### src/rtl/sd_to_binary_converter_pkg.sv
// ---------------------------------------------------------------------------
// sd_conv_pkg
//
// Shared definitions for the signed-digit to binary converter:
//   - conv_state_e : controller states (IDLE, CONV, DONE)
//   - SD_*         : (pos,neg) bit-pair encodings of one signed digit
//   - calc_nchunk  : number of CHUNK-wide slices in a WIDTH-digit word
// ---------------------------------------------------------------------------
package sd_conv_pkg;

    typedef enum logic [1:0] {
        IDLE = 2'd0,
        CONV = 2'd1,
        DONE = 2'd2
    } conv_state_e;

    // Digit encodings as {pos, neg}. Both 00 and 11 mean zero; 11 is
    // legal and arrives naturally from the redundant adders.
    localparam logic [1:0] SD_ZERO     = 2'b00;
    localparam logic [1:0] SD_POS      = 2'b10;
    localparam logic [1:0] SD_NEG      = 2'b01;
    localparam logic [1:0] SD_ZERO_ALT = 2'b11;

    function automatic int calc_nchunk(input int width, input int chunk);
        return width / chunk;
    endfunction

endpackage

### src/rtl/sd_to_binary_converter_if.sv
// ---------------------------------------------------------------------------
// sd_to_binary_converter_if
//
// Handshake bundle for the converter.
//   in_valid/in_ready/in_pos/in_neg : SD word in (producer -> converter)
//   out_valid/out_ready/out_bin     : binary result out (converter -> consumer)
//   out_zero                        : result-is-zero flag, only when
//                                     SD2B_ZERO_FLAG_EN is defined
// Modports: master = producer/consumer side, slave = converter side.
// ---------------------------------------------------------------------------
interface sd_to_binary_converter_if #(
    parameter int WIDTH = 16
);
    logic             in_valid;
    logic             in_ready;
    logic [WIDTH-1:0] in_pos;
    logic [WIDTH-1:0] in_neg;
    logic             out_valid;
    logic             out_ready;
    logic [WIDTH:0]   out_bin;
`ifdef SD2B_ZERO_FLAG_EN
    logic             out_zero;

    modport master (
        output in_valid, in_pos, in_neg, out_ready,
        input  in_ready, out_valid, out_bin, out_zero
    );

    modport slave (
        input  in_valid, in_pos, in_neg, out_ready,
        output in_ready, out_valid, out_bin, out_zero
    );
`else
    modport master (
        output in_valid, in_pos, in_neg, out_ready,
        input  in_ready, out_valid, out_bin
    );

    modport slave (
        input  in_valid, in_pos, in_neg, out_ready,
        output in_ready, out_valid, out_bin
    );
`endif

endinterface

### src/rtl/sd_to_binary_converter_chunk_sub.sv
// ---------------------------------------------------------------------------
// sd_chunk_sub
//
// Combinational CHUNK-wide slice of pos - neg, done as pos + ~neg + cin.
//   pos  [CHUNK] : positive digit bits of this slice
//   neg  [CHUNK] : negative digit bits of this slice
//   cin          : carry in (1 for the least significant slice)
//   diff [CHUNK] : slice result bits
//   cout         : carry out to the next slice
// ---------------------------------------------------------------------------
module sd_chunk_sub #(
    parameter int CHUNK = 4
) (
    input  logic [CHUNK-1:0] pos,
    input  logic [CHUNK-1:0] neg,
    input  logic             cin,
    output logic [CHUNK-1:0] diff,
    output logic             cout
);

    logic [CHUNK:0] carry;

    assign carry[0] = cin;

    // Plain ripple: CHUNK is small, so the chain stays short.
    generate
        for (genvar gi = 0; gi < CHUNK; gi++) begin : g_bit
            logic nb;
            logic p;
            assign nb            = ~neg[gi];
            assign p             = pos[gi] ^ nb;
            assign diff[gi]      = p ^ carry[gi];
            assign carry[gi + 1] = (pos[gi] & nb) | (p & carry[gi]);
        end
    endgenerate

    assign cout = carry[CHUNK];

endmodule

### src/rtl/sd_to_binary_converter.sv
// ---------------------------------------------------------------------------
// sd_to_binary_converter
//
// Turns one signed-digit word (in_pos - in_neg) into a WIDTH+1 bit
// two's-complement value, converting CHUNK digits per cycle so the carry
// path is CHUNK long regardless of WIDTH.
//
// Ports:
//   clk : rising-edge clock
//   rst : synchronous active-high reset
//   bus : sd_to_binary_converter_if.slave (input and output handshakes)
//
// Optional feature: define SD2B_ZERO_FLAG_EN to add the registered
// out_zero flag (set when the finished result is zero).
//
// Flow: IDLE accepts a word, CONV runs NCHUNK cycles (one slice each),
// DONE presents the result until the consumer takes it.
// ---------------------------------------------------------------------------
module sd_to_binary_converter
    import sd_conv_pkg::*;
#(
    parameter int WIDTH = 16,
    parameter int CHUNK = 4
) (
    input  logic                      clk,
    input  logic                      rst,
    sd_to_binary_converter_if.slave   bus
);

    localparam int NCHUNK = calc_nchunk(WIDTH, CHUNK);
    localparam int IDX_W  = (NCHUNK > 1) ? $clog2(NCHUNK) : 1;
    localparam logic [IDX_W-1:0] IDX_LAST = IDX_W'(NCHUNK - 1);

    generate
        if ((WIDTH % CHUNK) != 0) begin : g_bad_param
            $error("sd_to_binary_converter: WIDTH must be a multiple of CHUNK");
        end
    endgenerate

    conv_state_e      state_q, state_d;
    logic [IDX_W-1:0] idx_q, idx_d;
    logic             carry_q, carry_d;
    logic [WIDTH-1:0] pos_q, pos_d;
    logic [WIDTH-1:0] neg_q, neg_d;
    logic [WIDTH-1:0] acc_q, acc_d;
    logic [WIDTH:0]   out_bin_q, out_bin_d;
    logic             in_ready_q, in_ready_d;
    logic             out_valid_q, out_valid_d;
`ifdef SD2B_ZERO_FLAG_EN
    logic             out_zero_q, out_zero_d;
`endif

    logic [CHUNK-1:0]       chunk_diff;
    logic                   chunk_cout;
    logic [WIDTH+CHUNK-1:0] acc_ext;
    logic [WIDTH-1:0]       acc_shifted;
    logic [WIDTH:0]         final_bin;

    // The operand registers shift right one slice per CONV cycle, so the
    // subtractor always sees the low CHUNK bits and needs no index mux.
    sd_chunk_sub #(
        .CHUNK (CHUNK)
    ) u_chunk (
        .pos  (pos_q[CHUNK-1:0]),
        .neg  (neg_q[CHUNK-1:0]),
        .cin  (carry_q),
        .diff (chunk_diff),
        .cout (chunk_cout)
    );

    // Results enter the accumulator from the top; after NCHUNK slices the
    // first slice has reached bit 0 and the word is in natural order.
    assign acc_ext     = {chunk_diff, acc_q};
    assign acc_shifted = WIDTH'(acc_ext >> CHUNK);
    // Sign: no final carry-out means pos < neg.
    assign final_bin   = {~chunk_cout, acc_shifted};

    always_comb begin
        state_d   = state_q;
        idx_d     = idx_q;
        carry_d   = carry_q;
        pos_d     = pos_q;
        neg_d     = neg_q;
        acc_d     = acc_q;
        out_bin_d = out_bin_q;
`ifdef SD2B_ZERO_FLAG_EN
        out_zero_d = out_zero_q;
`endif

        case (state_q)
            IDLE: begin
                if (bus.in_valid && in_ready_q) begin
                    pos_d   = bus.in_pos;
                    neg_d   = bus.in_neg;
                    carry_d = 1'b1;
                    idx_d   = '0;
                    acc_d   = '0;
                    state_d = CONV;
                end
            end
            CONV: begin
                pos_d   = pos_q >> CHUNK;
                neg_d   = neg_q >> CHUNK;
                carry_d = chunk_cout;
                acc_d   = acc_shifted;
                idx_d   = idx_q + IDX_W'(1);
                if (idx_q == IDX_LAST) begin
                    // Output register only changes here, so out_bin holds
                    // through DONE and while the next word is converting.
                    out_bin_d = final_bin;
`ifdef SD2B_ZERO_FLAG_EN
                    out_zero_d = (final_bin == '0);
`endif
                    idx_d     = '0;
                    state_d   = DONE;
                end
            end
            DONE: begin
                if (bus.out_ready) begin
                    state_d = IDLE;
                end
            end
            default: begin
                state_d = IDLE;
            end
        endcase

        // Handshake outputs are registered copies of the next state, so
        // neither depends combinationally on in_valid or out_ready.
        in_ready_d  = (state_d == IDLE);
        out_valid_d = (state_d == DONE);
    end

    always_ff @(posedge clk) begin
        if (rst) begin
            state_q     <= IDLE;
            idx_q       <= '0;
            carry_q     <= 1'b1;
            pos_q       <= '0;
            neg_q       <= '0;
            acc_q       <= '0;
            out_bin_q   <= '0;
            in_ready_q  <= 1'b0;
            out_valid_q <= 1'b0;
`ifdef SD2B_ZERO_FLAG_EN
            out_zero_q  <= 1'b0;
`endif
        end else begin
            state_q     <= state_d;
            idx_q       <= idx_d;
            carry_q     <= carry_d;
            pos_q       <= pos_d;
            neg_q       <= neg_d;
            acc_q       <= acc_d;
            out_bin_q   <= out_bin_d;
            in_ready_q  <= in_ready_d;
            out_valid_q <= out_valid_d;
`ifdef SD2B_ZERO_FLAG_EN
            out_zero_q  <= out_zero_d;
`endif
        end
    end

    assign bus.in_ready  = in_ready_q;
    assign bus.out_valid = out_valid_q;
    assign bus.out_bin   = out_bin_q;
`ifdef SD2B_ZERO_FLAG_EN
    assign bus.out_zero  = out_zero_q;
`endif

endmodule

### src/flat_wrapper.sv
// flat-port wrapper written by rule: the top's interface ports become plain ports
module sd_to_binary_converter_flat import sd_conv_pkg::*;
#(
    parameter int WIDTH = 16,
    parameter int CHUNK = 4
)
  (clk, rst, bus_in_valid, bus_in_pos, bus_in_neg, bus_out_ready, bus_in_ready, bus_out_valid, bus_out_bin);
  sd_to_binary_converter_if #(.WIDTH(WIDTH)) bus_i ();
  input  logic clk;
  input  logic rst;
  input wire logic [$bits(bus_i.in_valid)-1:0] bus_in_valid;
  input wire logic [$bits(bus_i.in_pos)-1:0] bus_in_pos;
  input wire logic [$bits(bus_i.in_neg)-1:0] bus_in_neg;
  input wire logic [$bits(bus_i.out_ready)-1:0] bus_out_ready;
  output wire logic [$bits(bus_i.in_ready)-1:0] bus_in_ready;
  output wire logic [$bits(bus_i.out_valid)-1:0] bus_out_valid;
  output wire logic [$bits(bus_i.out_bin)-1:0] bus_out_bin;
  assign bus_i.in_valid = bus_in_valid;
  assign bus_i.in_pos = bus_in_pos;
  assign bus_i.in_neg = bus_in_neg;
  assign bus_i.out_ready = bus_out_ready;
  assign bus_in_ready = bus_i.in_ready;
  assign bus_out_valid = bus_i.out_valid;
  assign bus_out_bin = bus_i.out_bin;
  sd_to_binary_converter #(.WIDTH(WIDTH), .CHUNK(CHUNK)) u_core (.clk(clk), .rst(rst), .bus(bus_i));
endmodule
### config.mk
export PLATFORM = sky130hd
export DESIGN_NAME = sd_to_binary_converter_flat
export DESIGN_NICKNAME = d
export VERILOG_FILES = /design/src/rtl/sd_to_binary_converter_pkg.sv /design/src/rtl/sd_to_binary_converter_if.sv /design/src/rtl/sd_to_binary_converter_chunk_sub.sv /design/src/rtl/sd_to_binary_converter.sv /design/src/flat_wrapper.sv
export SDC_FILE = /design/constraint.sdc
export NUM_CORES = 1
export LEC_CHECK = 0
export BUFFER_PORTS_ARGS = -buffer_cell sky130_fd_sc_hd__buf_2
export CAP_MARGIN = 10
export CORE_ASPECT_RATIO = 0.9
export CORE_MARGIN = 4
export CORE_UTILIZATION = 40
export CTS_CLUSTER_DIAMETER = 80
export DETAILED_ROUTE_END_ITERATION = 16
export RECOVER_POWER = 50
export SYNTH_ARGS = -nofsm -noshare
export SYNTH_HDL_FRONTEND = slang
export SYNTH_SLANG_ARGS = --single-unit
### constraint.sdc
create_clock -name clk -period 3.3 [get_ports clk]
set_clock_uncertainty 0.15 [all_clocks]
set_input_delay 0.33 -clock clk [delete_from_list [all_inputs] [get_ports clk]]
set_output_delay 0.33 -clock clk [all_outputs]
set_load 0.005 [all_outputs]
==> metrics.csv <==
metric,value,unit
CTS tree,built,
final std cells w/o fill,407,
Root Buffer Master,clkbuf_8,
Row Count,28,
# Post-CTS Setup Buffers,0,
FF-to-FF Start,u_core.pos_q[0]$_SDFFE_PP0P_,
Netlist cell types,34,
chip width,96.69,um
clk_lat worst skew,0.34,ns
worst hold path type,in2reg,
Initial Util,42.09,%
Tmin final,2.500,ns
Synth warnings,0,
Synth Instances,268,
Synth area leaders,"dfxtp_1 (48%), a211oi_2 (8.4%), mux2i_1 (8.1%)",
DP HPWL,3.868,mm
Worst-Margin Slew,1.159,ns
Post-DRT Antenna Nets,0,
Clock Sinks,68,
end of the critical path,u_core.bus.out_bin[15]$_SDFFE_PP0P_,
WS Path Type,reg2reg,
vias in the first global route,2147,
Placed Cells incl. Taps,391,
Mean Syn Cell Area,10.57,um^2
post-synthesis register bit count,68,
fmax,399.9,MHz
clk buf depth,2,
I/O Pins,55,
CTS resizes,0,
DRT Wirelength,5.862,mm
top_reg_cell synth,dfxtp_1,
fin. max-slew vios,0,
CP startpoint,u_core.pos_q[0]$_SDFFE_PP0P_,
Peak VDD IR,343.8,uV
# port buffers,54,
first-pass GRT wire length,10.26,mm
status,"complete, no violations",
CP Launch Type,flop,
CTS hold repair buffers,0,
Worst Path Arrival,2.51,ns
gpl congestion,0.7505,
Residual DRC,0,
RSZ-0062 raised after global routing,false,
cts bufs inserted,9,
DR pass1 iterations,4,
grt total ovfl,0,
vias per cell,5.091,
Final Hold Fails,0,
post-synthesis sequential area ratio,48.08,%
Max-cap violations,0,
"Clk pin slew, worst setup/hold paths",0.07,ns
initial antenna violation count,0,
Final #Nets,353,
Core Area,0.006726,mm^2
"reg-to-reg slack, setup",0.80,ns
Tcrit/Tclk final,75.77,%
DR vias,2072,
n_diodes,0,
Post-synth EDFFs,0,
Pleak,0.001315,uW
R2R cell count,8,
most frequent cell after synthesis,dfxtp_1,
Synth top area share,48.08,%
die height,87.82,um
all-layer global routing usage,15.01,%
reg-to-reg endpoint,u_core.bus.out_bin[15]$_SDFFE_PP0P_,
initial drt markers,113,
setup violators final,0,
top cell type by total area after synthesis,dfxtp_1,
Max H-tree Level,3,
area grow syn2layout,13.48,%
fraction of layout cells with a size suffix above 1,25.87,%
Sum Neg Setup Slack,0,ns
CP Max Fanout,2,
CP required,3.31,ns
"FFs w/ async S/R, synth",0,%
crit end category,flop,
Power Density,535.2,mW/mm^2
largest net degree at the start of global routing,51,
number of fill cells,673,
syn_nets,309,
Slew HR,22.76,%
Mapped Area,0.002831,mm^2
Die ar.,0.008490,mm^2
Avg WL per Cell,14.40,um
synth cell count leaders,"dfxtp_1 (68), a21oi_1 (38), nand2_1 (30)",
-- power breakdown --
part | total, uW | internal (uW) | leakage, uW | switching, uW
logic | 238 | 106 | 0.000682 | 132
registers | 895 | 866 | 0.000554 | 29.2
clock network | 587 | 271 | 0.0000783 | 316
-- worst min-delay path by stage --
stage                                        startpoint                             endpoint  slack (ns)  cells past startpoint
floorplan                  u_core.acc_q[4]$_SDFFE_PP0P_   u_core.bus.out_bin[0]$_SDFFE_PP0P_        0.28                      2
global placement    u_core.bus.out_bin[13]$_SDFFE_PP0P_  u_core.bus.out_bin[13]$_SDFFE_PP0P_        0.29                      2
detailed placement   u_core.bus.out_bin[5]$_SDFFE_PP0P_   u_core.bus.out_bin[5]$_SDFFE_PP0P_        0.30                      2
CTS                                      bus_in_pos[12]        u_core.pos_q[12]$_SDFFE_PP0P_        0.04                      2
global route                             bus_in_neg[15]        u_core.neg_q[15]$_SDFFE_PP0P_        0.04                      2
finish                                   bus_in_pos[12]        u_core.pos_q[12]$_SDFFE_PP0P_        0.05                      2
-- routing by layer --
metal | track usage, % | vias to the layer above | part of all wire [%]
met5 | 0 | - | 0
met4 | 4.464 | 0 | 1.2
met3 | 5.892 | 7 | 4.9
met2 | 22.68 | 41 | 43
met1 | 20.01 | 973 | 51
li1 | - | 1051 | -
-- cell families (layout without fill, tap and decap cells) --
group | Yosys count | count (layout) | share of synthesized area [%]
simple gates | 48 | 48 | 7.645
buf+inv | 31 | 80 | 6.716
compound gates | 92 | 92 | 25.76
fa+ha+maj | 5 | 5 | 3.270
mux | 24 | 24 | 8.528
flops | 68 | 68 | 48.08
-- placed cells by master, fill, tap and decap left out, types with 2 or more instances in the layout --
cell,synthesis,layout
fa_1,4,4
clkbuf_8,0,9
buf_4,2,2
nor2_1,8,8
nand2_1,30,30
mux2i_1,23,23
a211oi_2,19,19
a21oi_1,38,38
clkinv_2,0,2
a22o_1,19,19
dfxtp_1,68,68
buf_2,8,40
nand2b_1,2,2
clkinvlp_4,0,3
clkbuf_1,6,15
a211oi_1,7,7
o2bb2ai_1,3,3
inv_1,7,8
-- layout make-up --
cell class                      instances  area [um^2]  share of cell area (%)
Clock inverter                          6        41.29                   1.285
Inverter                                8        30.03                  0.9346
Timing Repair Buffer                   56        267.8                   8.333
Tap cell                               90        112.6                   3.505
Sequential cell                        68         1361                   42.37
Clock buffer                           10        127.6                   3.972
Multi-Input combinational cell        169         1272                   39.60
-- through the flow --
stage	utilization (%)	cell area [um^2]	hold WS (ns)	power (uW)	worst slack [ns]
6_report	47.77	3213	0.05232	1720	0.7996
5_1_grt	47.77	3213	0.04446	1815	0.5956
4_1_cts	48.14	3238	0.03929	1742	0.7760
3_5_place_dp	45.63	3069	0.2970	1155	0.8045
3_3_place_gp	45.63	3069	0.2922	1152	0.8662
2_1_floorplan	-	2831	0.2821	1105	0.9388
-- state kept, by name, indices dropped and copies added (netlist names) --
| register | flops |
|---|---|
| u_core.bus.in_ready | 1 |
| u_core.bus.out_valid | 1 |
| u_core.acc_q | 12 |
| u_core.neg_q | 16 |
| u_core.idx_q | 2 |
| u_core.pos_q | 16 |
| u_core.carry_q | 1 |
| u_core.state_q | 2 |
| u_core.bus.out_bin | 17 |
-- critical path, cell delays in order (launching register included) --
cell	delay, ns
dfxtp_1	0.33
inv_1	0.06
fa_1	0.39
inv_1	0.09
fa_1	0.17
inv_1	0.05
fa_1	0.44
fa_1	0.57
a211oi_1	0.07
Power figures use the tool's default switching activity.
